$ cat config.mk
export PLATFORM = sky130hd
export DESIGN_NAME = motor_ctrl_fsm_p
export DESIGN_NICKNAME = d
export VERILOG_FILES = /design/src/rtl/motor_ctrl_fsm_p.sv
export SDC_FILE = /design/constraint.sdc
export NUM_CORES = 1
export LEC_CHECK = 0
export CORE_MARGIN = 5
export CORE_UTILIZATION = 25
export CTS_BUF_LIST = sky130_fd_sc_hd__clkbuf_8
export DETAILED_ROUTE_END_ITERATION = 16
export PLACE_DENSITY = 0.48
export SLEW_MARGIN = 10
export SYNTH_ARGS = -nofsm -noshare
export SYNTH_HDL_FRONTEND = slang
export SYNTH_SLANG_ARGS = --single-unit
$ cat constraint.sdc
create_clock -name clk -period 2.45 [get_ports clk]
set_input_delay 0.49 -clock clk [delete_from_list [all_inputs] [get_ports clk]]
set_output_delay 0.49 -clock clk [all_outputs]
set_load 0.05 [all_outputs]
$ cat src/rtl/motor_ctrl_fsm_p.sv
// Control FSM for the stepper-motor instruction processor: fetch/decode/execute,
// move-loop counter and delay timer. Define MOTOR_CTRL_ABORT_EN to add the abort input.
module motor_ctrl_fsm_p #(
  parameter int DATA_W      = 8,
  parameter int DELAY_W     = 20,
  parameter int STEP_DELAY  = 250000,
  parameter int PAUSE_DELAY = 500000,
  parameter int STEP_FULL   = 2,
  parameter int STEP_HALF   = 1
) (
  input  logic              clk,
  input  logic              reset_n,
`ifdef MOTOR_CTRL_ABORT_EN
  input  logic              abort,
`endif
  input  logic [3:0]        opcode,
  input  logic              r0_is_zero,
  input  logic [DATA_W-1:0] move_count,
  output logic              pc_inc,
  output logic              pc_load,
  output logic              reg_we,
  output logic [1:0]        reg_waddr,
  output logic              result_sel,
  output logic [1:0]        op1_sel,
  output logic [1:0]        op2_sel,
  output logic [1:0]        imm_sel,
  output logic [1:0]        alu_op,
  output logic [DATA_W-1:0] step_const,
  output logic              busy,
  output logic              illegal_op,
  output logic [3:0]        state
);

  typedef enum logic [3:0] {
    S_RESET      = 4'd0,
    S_FETCH      = 4'd1,
    S_DECODE     = 4'd2,
    S_EXEC       = 4'd3,
    S_MOVE_LOAD  = 4'd4,
    S_MOVE_STEP  = 4'd5,
    S_MOVE_WAIT  = 4'd6,
    S_PAUSE_WAIT = 4'd7
  } state_t;

  localparam logic [3:0] OP_BR     = 4'd0;
  localparam logic [3:0] OP_BRZ    = 4'd1;
  localparam logic [3:0] OP_ADDI   = 4'd2;
  localparam logic [3:0] OP_SUBI   = 4'd3;
  localparam logic [3:0] OP_SR0    = 4'd4;
  localparam logic [3:0] OP_SRH0   = 4'd5;
  localparam logic [3:0] OP_CLR    = 4'd6;
  localparam logic [3:0] OP_MOV    = 4'd7;
  localparam logic [3:0] OP_MOVR   = 4'd8;
  localparam logic [3:0] OP_MOVRHS = 4'd9;
  localparam logic [3:0] OP_PAUSE  = 4'd10;

  localparam logic [DELAY_W-1:0] STEP_LOAD  = DELAY_W'(STEP_DELAY - 1);
  localparam logic [DELAY_W-1:0] PAUSE_LOAD = DELAY_W'(PAUSE_DELAY - 1);
  localparam logic [DATA_W-1:0]  FULL_C     = DATA_W'(STEP_FULL);
  localparam logic [DATA_W-1:0]  HALF_C     = DATA_W'(STEP_HALF);

  state_t                    state_q;
  logic [3:0]                op_q;
  logic signed [DATA_W-1:0]  cnt;
  logic [DELAY_W-1:0]        timer;
  logic                      abort_hit;
  logic                      cnt_zero;
  logic                      cnt_neg;

  assign cnt_zero = (cnt == '0);
  assign cnt_neg  = cnt[DATA_W-1];
  assign state    = state_q;

`ifdef MOTOR_CTRL_ABORT_EN
  assign abort_hit = abort & ((state_q == S_MOVE_STEP) | (state_q == S_MOVE_WAIT) |
                              (state_q == S_PAUSE_WAIT));
`else
  assign abort_hit = 1'b0;
`endif

  always_ff @(posedge clk) begin
    if (!reset_n) begin
      state_q <= S_RESET;
      op_q    <= '0;
      cnt     <= '0;
      timer   <= '0;
    end else if (abort_hit) begin
      cnt     <= '0;
      timer   <= '0;
      state_q <= S_FETCH;
    end else begin
      unique case (state_q)
        S_RESET:  state_q <= S_FETCH;
        S_FETCH:  state_q <= S_DECODE;
        S_DECODE: begin
          op_q <= opcode;
          if (opcode == OP_MOVR || opcode == OP_MOVRHS) begin
            state_q <= S_MOVE_LOAD;
          end else if (opcode == OP_PAUSE) begin
            timer   <= PAUSE_LOAD;
            state_q <= S_PAUSE_WAIT;
          end else begin
            state_q <= S_EXEC;
          end
        end
        S_EXEC: state_q <= S_FETCH;
        S_MOVE_LOAD: begin
          cnt     <= $signed(move_count);
          state_q <= S_MOVE_STEP;
        end
        S_MOVE_STEP: begin
          if (cnt_zero) begin
            state_q <= S_FETCH;
          end else begin
            // Step toward zero by +/-1 so -2^(DATA_W-1) never needs negating.
            cnt     <= cnt_neg ? cnt + DATA_W'(1) : cnt - DATA_W'(1);
            timer   <= STEP_LOAD;
            state_q <= S_MOVE_WAIT;
          end
        end
        S_MOVE_WAIT: begin
          if (timer == '0) state_q <= S_MOVE_STEP;
          else             timer   <= timer - DELAY_W'(1);
        end
        S_PAUSE_WAIT: begin
          if (timer == '0) state_q <= S_FETCH;
          else             timer   <= timer - DELAY_W'(1);
        end
        default: state_q <= S_RESET;
      endcase
    end
  end

  always_comb begin
    pc_inc     = 1'b0;
    pc_load    = 1'b0;
    reg_we     = 1'b0;
    reg_waddr  = 2'd0;
    result_sel = 1'b0;
    op1_sel    = 2'd0;
    op2_sel    = 2'd0;
    imm_sel    = 2'd0;
    alu_op     = 2'd0;
    step_const = '0;
    busy       = 1'b0;
    illegal_op = 1'b0;
    unique case (state_q)
      S_EXEC: begin
        busy = 1'b1;
        case (op_q)
          OP_ADDI, OP_SUBI: begin
            reg_we     = 1'b1;
            reg_waddr  = 2'd1;
            op1_sel    = 2'd1;
            op2_sel    = 2'd1;
            imm_sel    = 2'd0;
            alu_op     = (op_q == OP_SUBI) ? 2'd1 : 2'd0;
            result_sel = 1'b1;
            pc_inc     = 1'b1;
          end
          OP_SR0, OP_SRH0: begin
            reg_we     = 1'b1;
            reg_waddr  = 2'd0;
            op1_sel    = 2'd3;
            op2_sel    = 2'd1;
            imm_sel    = 2'd1;
            alu_op     = (op_q == OP_SRH0) ? 2'd3 : 2'd2;
            result_sel = 1'b1;
            pc_inc     = 1'b1;
          end
          OP_CLR: begin
            reg_we    = 1'b1;
            reg_waddr = 2'd1;
            pc_inc    = 1'b1;
          end
          OP_MOV: begin
            reg_we     = 1'b1;
            reg_waddr  = 2'd2;
            op1_sel    = 2'd1;
            op2_sel    = 2'd1;
            imm_sel    = 2'd3;
            result_sel = 1'b1;
            pc_inc     = 1'b1;
          end
          OP_BR, OP_BRZ: begin
            if (op_q == OP_BR || r0_is_zero) begin
              pc_load = 1'b1;
              op1_sel = 2'd0;
              op2_sel = 2'd1;
              imm_sel = 2'd2;
            end else begin
              pc_inc = 1'b1;
            end
          end
          default: begin
            pc_inc     = 1'b1;
            illegal_op = 1'b1;
          end
        endcase
      end
      S_MOVE_LOAD: busy = 1'b1;
      S_MOVE_STEP: begin
        busy = 1'b1;
        if (abort_hit || cnt_zero) begin
          pc_inc = 1'b1;
        end else begin
          step_const = (op_q == OP_MOVRHS) ? HALF_C : FULL_C;
          reg_we     = 1'b1;
          reg_waddr  = 2'd2;
          op1_sel    = 2'd2;
          op2_sel    = 2'd2;
          result_sel = 1'b1;
          alu_op     = cnt_neg ? 2'd1 : 2'd0;
        end
      end
      S_MOVE_WAIT: begin
        busy   = 1'b1;
        pc_inc = abort_hit;
      end
      S_PAUSE_WAIT: begin
        busy   = 1'b1;
        pc_inc = abort_hit | (timer == '0);
      end
      default: ;
    endcase
  end

endmodule
==> results of run 1 <==
[path summary, 6_finish.rpt]
kind	start	endpoint	slack [ns]	cells after the start
hold reg to reg	timer[0]$_SDFFE_PN0P_	timer[0]$_SDFFE_PN0P_	0.52	2
hold / removal	timer[0]$_SDFFE_PN0P_	timer[0]$_SDFFE_PN0P_	0.52	2
setup reg to reg	timer[15]$_SDFFE_PN0P_	timer[8]$_SDFFE_PN0P_	0.27	8
setup / recovery	timer[1]$_SDFFE_PN0P_	pc_inc	0.03	9
[cells in the mapped netlist (6+ instances only)]
library cell / instances
dfxtp_1: 35
nand2_1: 31
o21ai_0: 30
a21oi_1: 25
nor2_1: 24
clkbuf_1: 11
inv_1: 11
nand3_1: 11
nor3_1: 11
or3_1: 9
a31oi_1: 8
buf_4: 8
ha_1: 8
or4_1: 8
o31ai_1: 7
mux2i_1: 6
nor4_1: 6
o311ai_0: 6
[stage by stage]
step | worst slack [ns] | setup TNS [ns] | cell area (um^2) | total power (W)
after floorplan | -0.198 | -0.836 | 2570 | 0.000838
after global placement | 0.0182 | 0 | 3330 | 0.000962
after detailed placement | 0.000850 | 0 | 3330 | 0.000963
after CTS | 0.0000946 | 0 | 3480 | 0.00141
after global routing | -0.0770 | -0.130 | 3580 | 0.00150
final | 0.0317 | 0 | 3580 | 0.00141
[cell families (layout without fill, tap and decap cells)]
group / after synthesis / in the layout
AOI/OAI and AO/OA: 110 / 110
adders and majority gates: 9 / 9
DFF: 35 / 35
muxes: 6 / 6
other: 1 / 7
xor gates and xnor gates: 3 / 3
buffers and inverters: 35 / 96
and+or+nand+nor: 124 / 124
[critical path, delay by kind of cell (launching register included)]
kind | cells | cell delay, ns
DFF | 1 | 0.34
AOI/OAI and AO/OA | 1 | 0.05
adders and majority gates | 1 | 0.13
and+or+nand+nor | 4 | 0.71
buffers and inverters | 3 | 0.40
[flip-flops by register name, indices dropped and copies added (netlist names)]
name	flops
cnt	8
timer	20
op_q	4
state	3
[cell type report]
type	instances	area [um^2]	share of cell area [%]
clock buffers	6	82.6	2.31
clock inverters	1	5.00	0.140
inverters	12	48.8	1.36
multi-input cells	259	1770	49.5
flip-flops and latches	35	707	19.8
well taps	133	166	4.65
repair buffers	77	796	22.2
[what timing repair did]
item | in CTS | in global routing
pin swaps | 4 | 5
hold endpoints to repair | 0 | 0
hold buffers | 0 | 0
cloned | 0 | 0
resized for setup | 7 | 10
setup endpoints to repair | 7 | 3
buffers inserted | 3 | 8
[layer usage]
metal,up-vias,track usage [%],wire length [um]
li1,1336,-,-
met1,1252,19.4,3710
met2,56,20.4,3640
met3,9,2.04,339
met4,0,3.69,110
met5,-,0,0
[report_power, final]
| group | total, W | leakage (nW) | switching [W] | internal, W |
|---|---|---|---|---|
| logic | 0.000373 | 1.06 | 0.000217 | 0.000156 |
| registers | 0.000611 | 0.285 | 0.0000258 | 0.000585 |
| clock network | 0.000431 | 0.0470 | 0.000210 | 0.000221 |
==> impl_results.md, run 1 <==
* Final Cycle Share at 98.7%
* Largest net degree at the start of global routing at 20
* Routability cong. at 0.823
* Gr usage total at 13.4%
* Post-route insts no fill at 523
* Fin nets at 414
* Crit start category: flop
* WHS at 0.520 ns
* Die Wd at 110 um
* P&R area growth vs syn at 42.6%
* Outcome: complete, no violations
* Routed wire length per instance at 14.9 um
* Synth Area per Inst at 7.77 um^2
* Synth Area in Adders at 4.79%
* Port bufs at 35
* Critical path arrival at 1.93 ns
* Top_reg_cell synth: dfxtp_1
* Share of cells above drive strength 1 at 26.7%
* Peak supply drop at 0.176 mV
* Vias in the first global route at 2,612
* Leak at 1.39 nW
* Type of the worst setup path: flop to primary output
* Sink Count at 35
* RSZ-0062 raised after global routing: true
* Reg clk slew, reported paths at 0.07 ns
* Remaining DRCs at 0
* FMAX at 414 MHz
* Setup violations, final at 0
* Worst skew pair latency at 0.29 ns
* Slew headroom at 61.6%
* Yosys top cell by area: dfxtp_1
* Final Max Tran Viols at 0
* Most frequent cells in the layout: 46 x buf_4, 30 x dfxtp_1, 28 x nand2_1, 27 x o21ai_0, 22 x a21oi_1
* Commonest non-fill, non-tap cell in the layout: buf_4
* DRT Pass-1 Iters at 4
* Std cell rows at 36
* Clk buf depth at 2
* Critical-path maximum fanout at 3
* Detailed-route vias per instance at 5.07
* Vias post-DR at 2,653
* XOR/XNOR share of the synthesized area at 1.05%
* Skew final at 0.00595 ns
* First-pass GRT wire length at 13,000 um
* CP required at 1.96 ns
* Power density over cell area at 395 nW/um^2
* Root buffer cell: clkbuf_8
* Dpl hpwl at 5910 um
* Cells after DPL at 505
* Post-synth cell types at 55
* Mux contribution to synthesized area at 2.39%
* Top post-synthesis cells by area: dfxtp_1 28%, o21ai_0 6.0%, a21oi_1 5.0%
* N_diodes at 0
* Total grt overflow at 0
* Final Util at 36.6%
* H-Tree Depth at 2
* Hold Crit Class: flop to flop
* Worst setup EP type: primary output
* Synth Area in Compound Gates at 28.9%
* CTS Buf Count at 5
* Post-Synth Simple-Gate Area at 28.2%
* Routed Antenna Nets at 0
* Sequential-to-total area share from yosys stat at 27.9%
* I/O pin count at 43
* Largest family of logic cells by synthesized area: compound AO/OA/AOI/OAI gates
* Core area at 9770 um^2
* Initial core utilization at 25.7%
* CTS tree: built
* Initial antenna violation count at 0
* Async set or reset register ratio after synthesis at 0%
* Worst-path cell chain: inv_2 > ha_4 > nor3b_4 > nand2_2 > nor4_4 > buf_4 > a21oi_2 > nor2_2 > buf_12
* Critical path's largest stage delay at 0.34 ns
* WL final at 7800 um
* Post-synth top area share at 27.9%
* Ys Warns at 0
* Post-Synthesis Cell Area at 2510 um^2
* Filler Cells Inserted at 1,048
* Tightest Pin Transition at 0.571 ns
* # Max-Cap Violations at 0
* Die Height at 110 um
* Post-synth EDFFs at 0
* Final hold vios at 0
* Iter 0 DRT Violations at 174
* Flops & latches, synth at 35
* Fin crit period at 2.42 ns
* CP max-delay cell: dfxtp_2
* Die area at 12,100 um^2
* Cell count after synthesis at 323
Note: power is estimated with default switching activity, not from simulation.
==> inputs of run 2 (changes only) <==
--- a/config.mk
+++ b/config.mk
@@ -8,6 +8,7 @@
 export CORE_MARGIN = 5
 export CORE_UTILIZATION = 25
 export CTS_BUF_LIST = sky130_fd_sc_hd__clkbuf_8
+export CTS_CLUSTER_SIZE = 16
 export DETAILED_ROUTE_END_ITERATION = 16
 export PLACE_DENSITY = 0.48
 export SLEW_MARGIN = 10
==> results of run 2 <==
The final DEF is identical to that of run 1; final timing and power are the same.
